File: config.mk
export PLATFORM = sky130hd
export DESIGN_NAME = sd_data_receive
export DESIGN_NICKNAME = d
export VERILOG_FILES = /design/src/rtl/sd_pkg.sv /design/src/rtl/sd_crc16.sv /design/src/rtl/sd_data_receive.sv
export SDC_FILE = /design/constraint.sdc
export NUM_CORES = 1
export LEC_CHECK = 0
export ABC_AREA = 1
export CELL_PAD_IN_SITES_DETAIL_PLACEMENT = 0
export CELL_PAD_IN_SITES_GLOBAL_PLACEMENT = 1
export CORE_MARGIN = 8
export CORE_UTILIZATION = 50
export CTS_CLUSTER_DIAMETER = 80
export DETAILED_ROUTE_END_ITERATION = 6
export GPL_TIMING_DRIVEN = 0
export PLACE_DENSITY = 0.89
export SLEW_MARGIN = 20
export SYNTH_ARGS = -nofsm -noshare
export SYNTH_HDL_FRONTEND = slang
export SYNTH_SLANG_ARGS = --single-unit
File: constraint.sdc
create_clock -name ex_clk -period 4.4 [get_ports ex_clk]
set_clock_uncertainty 0.15 [all_clocks]
set_input_delay 0.88 -clock ex_clk [delete_from_list [all_inputs] [get_ports ex_clk]]
set_output_delay 0.88 -clock ex_clk [all_outputs]
set_load 0.03 [all_outputs]
File: src/rtl/sd_pkg.sv
// Shared types and constants for the SD DAT-line block receiver:
// FSM state encoding, CRC16 polynomial and lane-mode encodings.
package sd_pkg;

    typedef enum logic [2:0] {
        IDLE,
        WAIT_START,
        DATA,
        CRC,
        END_BIT
    } rx_state_e;

    typedef enum logic {
        LANE_MODE_1BIT = 1'b0,
        LANE_MODE_4BIT = 1'b1
    } lane_mode_e;

    localparam logic [15:0] CRC16_POLY = 16'h1021;

    // One serial step of the CCITT CRC16, MSB-first
    function automatic logic [15:0] crc16_next(input logic [15:0] crc, input logic din);
        logic fb;
        fb = crc[15] ^ din;
        return {crc[14:0], 1'b0} ^ (fb ? CRC16_POLY : 16'h0000);
    endfunction

    // Lanes that carry data in a given mode
    function automatic logic [3:0] lane_mask(input lane_mode_e mode);
        return (mode == LANE_MODE_4BIT) ? 4'hF : 4'h1;
    endfunction

endpackage

File: src/rtl/sd_crc16.sv
// Serial CRC16 (poly 0x1021, init 0) for one DAT lane.
module sd_crc16
    import sd_pkg::*;
(
    input  logic        clk,
    input  logic        rst_n,
    input  logic        clear,
    input  logic        enable,
    input  logic        din,
    output logic [15:0] crc
);

    // Clear has priority so a new block always starts from zero
    always_ff @(posedge clk or negedge rst_n) begin
        if (!rst_n) begin
            crc <= 16'h0000;
        end else if (clear) begin
            crc <= 16'h0000;
        end else if (enable) begin
            crc <= crc16_next(crc, din);
        end
    end

endmodule

File: src/rtl/sd_data_receive.sv
// SD card DAT-line block receiver: start-bit search with timeout,
// byte assembly in 1-bit or 4-bit mode, per-lane CRC16 check, end bit.
module sd_data_receive
    import sd_pkg::*;
#(
    parameter int DATA_LANES    = 4,
    parameter int BLOCK_BYTES   = 512,
    parameter int TIMEOUT_TICKS = 65535
) (
    input  logic                  ex_clk,
    input  logic                  ex_resetn,
    input  logic                  sd_clk_en,
    input  logic                  start,
    input  logic                  abort,
    input  logic                  wide_bus,
    input  logic [DATA_LANES-1:0] sd_dat_in,
    output logic [7:0]            byte_data,
    output logic                  byte_valid,
    output logic                  busy,
    output logic                  done,
    output logic                  crc_err,
    output logic                  end_err,
    output logic                  timeout_err
);

    localparam int BYTE_CNT_W = $clog2(BLOCK_BYTES + 1);
    localparam int TO_CNT_W   = $clog2(TIMEOUT_TICKS + 1);
    localparam logic [BYTE_CNT_W-1:0] LAST_BYTE = BYTE_CNT_W'(BLOCK_BYTES - 1);
    localparam logic [TO_CNT_W-1:0]   LAST_TICK = TO_CNT_W'(TIMEOUT_TICKS - 1);

    rx_state_e             state_reg;
    lane_mode_e            mode_reg;
    logic [BYTE_CNT_W-1:0] byte_cnt_reg;
    logic [TO_CNT_W-1:0]   to_cnt_reg;
    logic [2:0]            bit_cnt_reg;
    logic [3:0]            crc_cnt_reg;
    logic [7:0]            shift_reg;
    logic [7:0]            byte_data_reg;
    logic                  byte_valid_reg;
    logic                  busy_reg;
    logic                  done_reg;
    logic                  crc_err_reg;
    logic                  end_err_reg;
    logic                  timeout_err_reg;

    logic [3:0]  dat4;
    logic [3:0]  active_mask;
    logic [3:0]  lane_bad;
    logic [3:0]  crc_en;
    logic [7:0]  shift_next;
    logic        tick;
    logic        start_accept;
    logic        start_bit;
    logic        end_bad;
    logic        last_bit;
    lane_mode_e  mode_sel;

    // Present the DAT lines as a uniform 4-lane vector; absent lanes read 0
    generate
        if (DATA_LANES == 4) begin : g_wide
            assign dat4 = sd_dat_in;
        end else begin : g_narrow
            assign dat4 = {3'b000, sd_dat_in[0]};
        end
    endgenerate

    assign mode_sel     = (DATA_LANES == 4 && wide_bus) ? LANE_MODE_4BIT : LANE_MODE_1BIT;
    assign active_mask  = lane_mask(mode_reg);
    assign tick         = sd_clk_en && !abort;
    assign start_accept = (state_reg == IDLE) && start && !abort;
    assign start_bit    = (dat4 & active_mask) == 4'h0;
    assign end_bad      = ((~dat4) & active_mask) != 4'h0;
    assign shift_next   = (mode_reg == LANE_MODE_4BIT) ? {shift_reg[3:0], dat4}
                                                       : {shift_reg[6:0], dat4[0]};
    assign last_bit     = (mode_reg == LANE_MODE_4BIT) ? (bit_cnt_reg == 3'd1)
                                                       : (bit_cnt_reg == 3'd7);
    assign crc_en       = (state_reg == DATA && tick) ? active_mask : 4'h0;

    // Per-lane generated CRC, received CRC shifter and mismatch detect
    generate
        for (genvar gi = 0; gi < 4; gi++) begin : g_lane
            logic [15:0] crc_calc;
            logic [15:0] rx_crc_reg;

            if (gi < DATA_LANES) begin : g_crc
                sd_crc16 u_crc16 (
                    .clk    (ex_clk),
                    .rst_n  (ex_resetn),
                    .clear  (start_accept),
                    .enable (crc_en[gi]),
                    .din    (dat4[gi]),
                    .crc    (crc_calc)
                );
            end else begin : g_no_crc
                assign crc_calc = 16'h0000;
            end

            // Shift in the card's CRC bits during the CRC phase
            always_ff @(posedge ex_clk or negedge ex_resetn) begin
                if (!ex_resetn) begin
                    rx_crc_reg <= 16'h0000;
                end else if (state_reg == CRC && tick) begin
                    rx_crc_reg <= {rx_crc_reg[14:0], dat4[gi]};
                end
            end

            // Includes the bit arriving on the current tick
            assign lane_bad[gi] = active_mask[gi] && ({rx_crc_reg[14:0], dat4[gi]} != crc_calc);
        end
    endgenerate

    // Main receive FSM; abort overrides everything, data moves only on ticks
    always_ff @(posedge ex_clk or negedge ex_resetn) begin
        if (!ex_resetn) begin
            state_reg       <= IDLE;
            mode_reg        <= LANE_MODE_1BIT;
            byte_cnt_reg    <= '0;
            to_cnt_reg      <= '0;
            bit_cnt_reg     <= 3'd0;
            crc_cnt_reg     <= 4'd0;
            shift_reg       <= 8'h00;
            byte_data_reg   <= 8'h00;
            byte_valid_reg  <= 1'b0;
            busy_reg        <= 1'b0;
            done_reg        <= 1'b0;
            crc_err_reg     <= 1'b0;
            end_err_reg     <= 1'b0;
            timeout_err_reg <= 1'b0;
        end else begin
            byte_valid_reg <= 1'b0;
            done_reg       <= 1'b0;
            if (abort) begin
                state_reg <= IDLE;
                busy_reg  <= 1'b0;
            end else begin
                case (state_reg)
                    IDLE: begin
                        if (start) begin
                            mode_reg        <= mode_sel;
                            crc_err_reg     <= 1'b0;
                            end_err_reg     <= 1'b0;
                            timeout_err_reg <= 1'b0;
                            byte_cnt_reg    <= '0;
                            to_cnt_reg      <= '0;
                            bit_cnt_reg     <= 3'd0;
                            crc_cnt_reg     <= 4'd0;
                            busy_reg        <= 1'b1;
                            state_reg       <= WAIT_START;
                        end
                    end
                    WAIT_START: begin
                        if (tick) begin
                            if (start_bit) begin
                                state_reg <= DATA;
                            end else if (to_cnt_reg == LAST_TICK) begin
                                timeout_err_reg <= 1'b1;
                                done_reg        <= 1'b1;
                                busy_reg        <= 1'b0;
                                state_reg       <= IDLE;
                            end else begin
                                to_cnt_reg <= to_cnt_reg + TO_CNT_W'(1);
                            end
                        end
                    end
                    DATA: begin
                        if (tick) begin
                            shift_reg <= shift_next;
                            if (last_bit) begin
                                bit_cnt_reg    <= 3'd0;
                                byte_data_reg  <= shift_next;
                                byte_valid_reg <= 1'b1;
                                byte_cnt_reg   <= byte_cnt_reg + BYTE_CNT_W'(1);
                                if (byte_cnt_reg == LAST_BYTE) begin
                                    crc_cnt_reg <= 4'd0;
                                    state_reg   <= CRC;
                                end
                            end else begin
                                bit_cnt_reg <= bit_cnt_reg + 3'd1;
                            end
                        end
                    end
                    CRC: begin
                        if (tick) begin
                            crc_cnt_reg <= crc_cnt_reg + 4'd1;
                            if (crc_cnt_reg == 4'd15) begin
                                if (lane_bad != 4'h0) begin
                                    crc_err_reg <= 1'b1;
                                end
                                state_reg <= END_BIT;
                            end
                        end
                    end
                    END_BIT: begin
                        if (tick) begin
                            if (end_bad) begin
                                end_err_reg <= 1'b1;
                            end
                            done_reg  <= 1'b1;
                            busy_reg  <= 1'b0;
                            state_reg <= IDLE;
                        end
                    end
                    default: begin
                        state_reg <= IDLE;
                        busy_reg  <= 1'b0;
                    end
                endcase
            end
        end
    end

    assign byte_data   = byte_data_reg;
    assign byte_valid  = byte_valid_reg;
    assign busy        = busy_reg;
    assign done        = done_reg;
    assign crc_err     = crc_err_reg;
    assign end_err     = end_err_reg;
    assign timeout_err = timeout_err_reg;

endmodule

# --- After elaboration in Yosys (flattened, before gate mapping) ---
# Index checks and enable logic that the tools add are counted.
word_totals:
  ff_bits: 182
  input_bits: 10
  output_inout_bits: 14
  wordCells: 189
op_classes:
  addsub: 4
  eq_ne: 38
  n_mux: 77
  bitwise: 12
  n_reduce_logical: 36
op_table:
  columns: ["op", "n"]
  rows:
  - ["2-to-1 mux 16 bit", 12]
  - ["inequality test 16 bit", 4]
  - ["bitwise XOR 16 bit", 4]
  - ["2-to-1 mux 13 bit", 4]
  - ["2-to-1 mux 3 bit", 14]
  - ["one-hot mux 16 bit (2 select lines)", 1]
  - ["2-to-1 mux 10 bit", 3]
  - ["2-to-1 mux 4 bit", 7]
  - ["2-to-1 mux 1 bit", 26]
  - ["inequality test 3 bit, second input constant", 8]
  - ["AND reduction 6 bit", 4]
  - ["inequality test 2 bit, second input constant", 10]
  - ["one-hot mux 10 bit (2 select lines)", 1]
  - ["adder 16 x 1 -> 16 bit, second input constant", 1]
  - ["equality test 16 bit, second input constant", 1]
  - ["nonzero test 2 bit", 8]
  - ["one-hot mux 3 bit (5 select lines)", 1]
  - ["one-hot mux 4 bit (3 select lines)", 1]
  - ["adder 10 x 1 -> 10 bit, second input constant", 1]
  - ["equality test 10 x 9 -> 1 bit, second input constant", 1]
  - ["AND reduction 5 bit", 2]
  - ["logical AND 1 bit", 9]
  - ["AND reduction 9 bit", 1]
  - ["bitwise AND 4 bit", 2]
  - ["25 further kinds", 41]

# --- Logic depth before layout (Yosys ltp) ---
# Gate-level depths: netlist (run 1).
logic_depth:
  depth_word: 7
  depth_mapped: 12
  depth_no_buf: 12

# --- Hierarchy ---
# From an unflattened synthesis (run 1), not the netlist that was laid out.
hier_totals:
  cells_unflattened: 1085
  area_unflattened_um2: 9167.5
modules_own_cells:
  columns: ["mod", "n_inst", "cells_per_inst", "area_per_inst_um2", "seq_area_each_um2"]
  rows:
  - ["sd_data_receive", 1, 809, 6289.8, 2952.8]
  - ["sd_crc16", 4, 69, 719.4, 400.4]

# --- Least setup slack after synthesis (run 1) ---
# Ideal clock, no wire load.
synth_path:
  path_kind: "input to register"
  startpoint: "input abort"
  endpoint: "register crc_cnt_reg[0]"
  setup_ns: 0.117
  arrival_time_ns: 1.798
  required_time_ns: 4.133
  path_slack_ns: 2.335
  cell_stages: 8
  n_path_buf: 0
  cell_sequence: "inv_2 -> nand2_1 -> nor2_2 -> inv_2 -> a211oi_2 -> nand3_1 -> nor2_1 -> nor2_1"
synth_between:
  elab_chain_cells: 4
  word_cells_on_any_way: 6
  cone_classes: "eq/ne: 2; bitwise: 1; reduce/logical: 3"
synth_lines:
  columns: ["item", "line_no", "source"]
  rows:
  - ["from (decl)", "sd_data_receive.sv:14", "input logic abort,"]
  - ["logical NOT 1 bit", "sd_data_receive.sv:69", "assign tick = sd_clk_en && !abort;"]
  - ["logical AND 1 bit", "sd_data_receive.sv:69", null]
  - ["inequality test 2 bit (no line)", null, null]
  - ["AND reduction 7 bit (no line) (*)", null, null]
  - ["to (signal assigned)", "sd_data_receive.sv:184", "crc_cnt_reg <= crc_cnt_reg + 4'd1;"]
  - ["to (decl)", "sd_data_receive.sv:36", "logic [3:0] crc_cnt_reg;"]
# Every way passes the cells marked *; elsewhere a longest branch is shown, timed or not.
# A chain may end at the register's enable or synchronous reset.

# --- Final worst setup path (run 1) ---
layout_path:
  startpoint: "input abort"
  endpoint: "register g_lane[1].rx_crc_reg[5]"
layout_between:
  elab_chain_cells: 3
layout_lines:
  columns: ["item", "line_no", "source"]
  rows:
  - ["logical NOT 1 bit", "sd_data_receive.sv:69", null]
  - ["logical AND 1 bit", "sd_data_receive.sv:69", null]
  - ["logical AND 1 bit", "sd_data_receive.sv:102", "end else if (state_reg == CRC && tick) begin"]
  - ["to (signal assigned)", "sd_data_receive.sv:103", "rx_crc_reg <= {rx_crc_reg[14:0], dat4[gi]};"]
  - ["to (decl)", "sd_data_receive.sv:83", "logic [15:0] rx_crc_reg;"]
# Every way passes these cells.

==> metrics.csv, run 1 <==
metric;value;unit
Reg clk slew, reported paths;0.07;ns
DIE WIDTH;148;um
global-route wire length before repair;33600;um
clock insertion delay at the later pin of the skew report;0.43;ns
Leakage;4.85;nW
final hold vios;0;
CP arrival;2.97;ns
Hold Slack;0.153;ns
hold buffer count at CTS;0;
Layout Area Growth over Synthesis;13.5;%
total gr overflow;0;
RSZ-0062 raised after global routing;no;
wire length per cell;14.2;um
min-delay worst type;primary input to asynchronous set/reset pin;
fin worst setup slack;1.56;ns
GR Util All Layers;19.0;%
nets;1156;
gpl congestion;0.841;
Setup Viol. Count Final;0;
syn nets;1112;
Unique masters post-synth;34;
ANT nets after route;0;
starting density of the core;50.8;%
status;complete, no violations;
# placed instances;1347;
PortBufs;23;
post-cts resize count;0;
Ys Warns;0;
Final period util;64.5;%
setup TNS;0;ns
vias in the first global route;6787;
Worst Path Max Fanout;10;
worst r2r dst;g_lane[2].rx_crc_reg[7];
Mapped Cells;1097;
site row count;48;
CTS root buf;clkbuf_16;
Post-CTS Setup Inserts;0;
Setup Crit Path Kind;primary input to register;
minimum clock period after layout;2.84;ns
WP data required;4.53;ns
DRC;0;
antenna violations before repair;0;
max reg flops;64;
Die ar.;22000;um2
total wire length;19600;um
die height;148;um
Slew Limit Fails;0;
Seq/Total Area, Yosys;52.0;%
Slew @ Worst Pin;0.689;ns
clock sink total;182;
post-synthesis register bit count;182;
CTS Buffer Depth;2;
maximum clock frequency;0.352;GHz
HPWL after detailed placement;13700;um
share of cells above drive strength 1;7.28;%
antenna diode count;0;
htree depth;4;
CTS buffer count;17;
Core ar.;17200;um2
CTS tree;built;
Post-Layout Cell Count;1379;
Pre-antenna DRT Iters;5;
Critical Path End Type;register;
worst rel slew slack;54.0;%
# Max-Cap Violations;0;
Vias;6956;
R2R depth;8;
R2R Setup Slk;2.05;ns
fill count;1600;
Avg Vias per Cell;5.04;
I/O pin count;24;
dpl ws;1.10;ns
pwr/cell area;521;nW/um2
Synth Area per Inst;7.99;um2
Starting DRT DRC Count;471;
RR Startpoint;state_reg[2];
Worst Setup Start Kind;primary input;
mapped cell area;8760;um2
largest net degree at the start of global routing;81;
Max IR drop VDD;0.332;mV
cells by family (layout without fill, tap and decap cells):
family	after synthesis	count (layout)	synth area share [%]
simple gates	486	486	22.3
compound gates	192	192	12.1
buf+inv	186	243	8.38
flops	182	182	52.0
xor+xnor	46	46	4.60
fa+ha+maj	5	5	0.714
cell usage after synthesis:
cell type	number	area, um2
o211ai_1	1	7.51
a211oi_2	1	12.5
nor2_1	86	323
buf_2	25	125
nor2_4	1	11.3
buf_4	1	7.51
inv_2	10	37.5
nand2_4	5	56.3
or3_1	1	6.26
clkbuf_1	9	33.8
clkinv_2	1	5.00
inv_1	140	526
or2_2	2	12.5
o21ai_1	22	110
o22ai_1	54	338
nand4_1	4	25.0
xor2_1	39	342
o21bai_1	1	7.51
nand3_1	29	145
nor3_2	1	10.0
o21a_1	3	22.5
nand2_2	1	6.26
a21oi_1	18	90.1
nor3_1	6	30.0
nor4_1	1	6.26
nor2_2	3	18.8
ha_1	5	62.6
nand2_1	345	1290
a31oi_1	5	31.3
o21ai_0	86	430
o31ai_1	1	7.51
xnor2_1	7	61.3
or2_1	1	6.26
dfrtp_1	182	4550
worst max-delay path, stage by stage:
cell	delay [ns]
clkdlybuf4s50_1	0.60
inv_2	0.10
nand2_1	0.15
nor2_2	0.11
inv_2	0.08
buf_2	0.29
clkbuf_1	0.57
o21ai_0	0.16
worst max-delay path by stage:
| stage | start | to | slack (ns) | cells after the start |
|---|---|---|---|---|
| 3_5_place_dp | abort | g_lane[1].rx_crc_reg[3] | 1.10 | 8 |
| 3_3_place_gp | ex_resetn | byte_cnt_reg[5] | -5.38 | 1 |
| 6_report | abort | g_lane[1].rx_crc_reg[5] | 1.56 | 8 |
| 2_1_floorplan | abort | crc_cnt_reg[0] | 2.34 | 8 |
| 4_1_cts | abort | g_lane[1].rx_crc_reg[5] | 1.55 | 8 |
| 5_1_grt | abort | g_lane[2].rx_crc_reg[3] | 1.41 | 9 |
placed cells by master (no fill, tap or decap), drive strengths merged:
master / Yosys / routed
clkinvlp: 0 / 3
o31ai: 1 / 1
nor3: 7 / 7
nand2: 351 / 351
o21a: 3 / 3
ha: 5 / 5
a21oi: 18 / 18
clkdlybuf4s50: 0 / 22
inv: 150 / 151
bufinv: 0 / 3
o21ai: 108 / 108
xor2: 39 / 39
nand4: 4 / 4
a31oi: 5 / 5
o211ai: 1 / 1
nor4: 1 / 1
or2: 3 / 3
a211oi: 1 / 1
or3: 1 / 1
nand3: 29 / 29
clkbuf: 9 / 30
o22ai: 54 / 54
nor2: 90 / 90
o21bai: 1 / 1
dfrtp: 182 / 182
buf: 26 / 29
clkinv: 1 / 5
xnor2: 7 / 7
power breakdown:
part,leakage [nW],total (mW),switching [mW],internal [mW]
Clock,0.290,1.58,0.652,0.926
Combinational,2.20,1.30,0.836,0.461
Sequential,2.36,2.30,0.271,2.03
Total,4.85,5.18,1.76,3.42
stage by stage:
stage,cell area [um2],power [mW],util (%)
CTS,9940,5.21,57.7
floorplan,8760,3.23,-
detailed placement,9340,3.62,54.2
global route,9940,5.54,57.7
finish,9940,5.18,57.7
global placement,9280,3.60,53.8
layer usage:
layer  vias up  wire length [um]  global-route usage (%)
met5         -                 0                       0
li1       3551                 -                       -
met1      3285              9870                    26.9
met4         0               233                    4.59
met2       100              8770                    29.3
met3        20               692                    3.71
area by class of cell:
| class | instances | area, um2 | share of cell area (%) |
|---|---|---|---|
| Sequential cell | 182 | 4550 | 45.8 |
| Multi-Input combinational cell | 729 | 3470 | 34.9 |
| Inverter | 151 | 568 | 5.71 |
| Clock buffer | 21 | 460 | 4.63 |
| Timing Repair Buffer | 25 | 290 | 2.92 |
| Tap cell | 225 | 282 | 2.83 |
| Buffer | 35 | 166 | 1.67 |
| Clock inverter | 11 | 149 | 1.50 |
(Power assumes the default switching activity.)
==> run 2, diff against run 1 <==
--- a/config.mk
+++ b/config.mk
@@ -9,11 +9,11 @@
 export CELL_PAD_IN_SITES_DETAIL_PLACEMENT = 0
 export CELL_PAD_IN_SITES_GLOBAL_PLACEMENT = 1
 export CORE_MARGIN = 8
-export CORE_UTILIZATION = 50
+export CORE_UTILIZATION = 47
 export CTS_CLUSTER_DIAMETER = 80
 export DETAILED_ROUTE_END_ITERATION = 6
 export GPL_TIMING_DRIVEN = 0
-export PLACE_DENSITY = 0.89
+export PLACE_DENSITY = 0.85
 export SLEW_MARGIN = 20
 export SYNTH_ARGS = -nofsm -noshare
 export SYNTH_HDL_FRONTEND = slang
==> constraint.sdc (replaced) <==
create_clock -name ex_clk -period 2.7 [get_ports ex_clk]
set_clock_uncertainty 0.15 [all_clocks]
set_input_delay 0.54 -clock ex_clk [delete_from_list [all_inputs] [get_ports ex_clk]]
set_output_delay 0.54 -clock ex_clk [all_outputs]
set_load 0.03 [all_outputs]
==> metrics.csv, run 2 (synthesis results as in run 1) <==
metric;value;unit
total gr overflow;0;
htree depth;4;
Die ar.;23300;um2
Layout Area Growth over Synthesis;14.2;%
Area after DPL;9350;um2
die height;153;um
dpl ws;-0.216;ns
share of cells above drive strength 1;7.36;%
global-route wire length before repair;33800;um
min-delay worst type;register to register;
Worst Path Max Fanout;10;
starting density of the core;47.3;%
HPWL after detailed placement;13900;um
RSZ-0062 raised after global routing;no;
NetSw;2.85;mW
Flop pwr share;43.6;%
Setup Crit Path Kind;primary input to register;
Reg clk slew, reported paths;0.06;ns
post-cts resize count;0;
Post-Layout Cell Count;1389;
combinational share of power;24.5;%
CTS root buf;clkbuf_16;
Worst Setup Start Kind;primary input;
Leakage;4.87;nW
minimum clock period after layout;2.48;ns
Final period util;91.8;%
largest net degree at the start of global routing;81;
I/O pin count;24;
CP delay by family, top;buffers and inverters;
total wire length;19700;um
site row count;50;
Hold Slack;0.317;ns
cells along the critical path;clkdlybuf4s50_1 > inv_2 > nand2_1 > nor2_2 > inv_2 > buf_2 > clkbuf_1 > o21ai_0;
clock power share;31.9;%
CP max-delay cell;clkdlybuf4s50_1;
Core ar.;18500;um2
Crit path buffers/inverters;5;
status;complete, no violations;
fin area;10000;um2
wire length per cell;14.2;um
DRC;0;
# placed instances;1356;
maximum clock frequency;0.404;GHz
antenna diode count;0;
clock sink total;182;
Core Util, Final;54.1;%
Starting DRT DRC Count;496;
Avg Vias per Cell;5.00;
fin worst setup slack;0.223;ns
CP arrival;2.60;ns
cell-internal power;5.76;mW
clock insertion delay at the later pin of the skew report;0.43;ns
CTS Buffer Depth;2;
DIE WIDTH;153;um
antenna violations before repair;0;
worst rel slew slack;55.5;%
# Max-Cap Violations;0;
max reg flops;64;
Max IR drop VDD;0.441;mV
nets;1157;
max incr delay on CP;0.61;ns
pwr/cell area;860;nW/um2
CP most frequent cell;inv_2;
CTS buffer count;17;
WP data required;2.83;ns
total power;8.61;mW
GR Util All Layers;17.8;%
Setup Viol. Count Final;0;
setup TNS;0;ns
final hold vios;0;
fill count;1752;
gpl congestion;0.849;
CTS tree;built;
Critical Path End Type;register;
most frequent cells in the layout;nand2_1, dfrtp_1, inv_1, nor2_1, o21ai_0;
Pre-antenna DRT Iters;5;
vias in the first global route;6765;
sw frac;33.1;%
Slew @ Worst Pin;0.661;ns
ANT nets after route;0;
Slew Limit Fails;0;
PortBufs;23;
R2R Setup Slk;0.40;ns
commonest non-fill, non-tap cell in the layout;nand2_1;
Vias;6945;
run 2: power groups by stage:
stage	sequential, mW	combinational, mW	clock (mW)
after floorplan	3.74	1.52	0
after global placement	3.79	2.08	0
after detailed placement	3.79	2.12	0
after CTS	3.75	2.14	2.80
after global routing	3.83	2.45	2.94
final	3.75	2.11	2.74
run 2: worst register-to-register path: stages, from the launching register on:
cell      delay, ns
dfrtp_1        0.40
inv_1          0.15
nand3_1        0.23
nor2_2         0.34
inv_2          0.08
buf_2          0.23
clkbuf_1       0.35
nand2_1        0.14
o21ai_0        0.09
run 2: area by class of cell:
cell class / count / area (um2) / area share (%)
multi-input combinational: 729 / 3470 / 34.7
timing repair buffer: 26 / 300 / 3.00
tap: 234 / 293 / 2.92
clock inverter: 12 / 199 / 1.99
buffer: 35 / 166 / 1.66
inverter: 151 / 568 / 5.67
clock buffer: 20 / 457 / 4.56
sequential: 182 / 4550 / 45.5
run 2: worst paths after layout:
| check | to | cells past startpoint | start |
|---|---|---|---|
| worst max-delay path | g_lane[2].rx_crc_reg[1] | 8 | abort |
| worst min-delay path | byte_data[4] | 2 | byte_data[4] |
| worst max register to register | g_lane[2].rx_crc_reg[3] | 8 | state_reg[2] |
| worst min register to register | byte_data[4] | 2 | byte_data[4] |
| max in group asynchronous | timeout_err | 3 | ex_resetn |
| min in group asynchronous | g_lane[1].rx_crc_reg[9] | 2 | ex_resetn |
run 2: metal layers:
metal	track usage, %	routed length, um
met1	24.7	9820
met2	27.7	8960
met3	3.74	617
met4	5.00	285
met5	0	0
run 2: timing repair:
action                                 in CTS  in global routing
endpoints found under the hold margin      39                  0
hold buffers                                1                  0
setup buffers                               0                  0
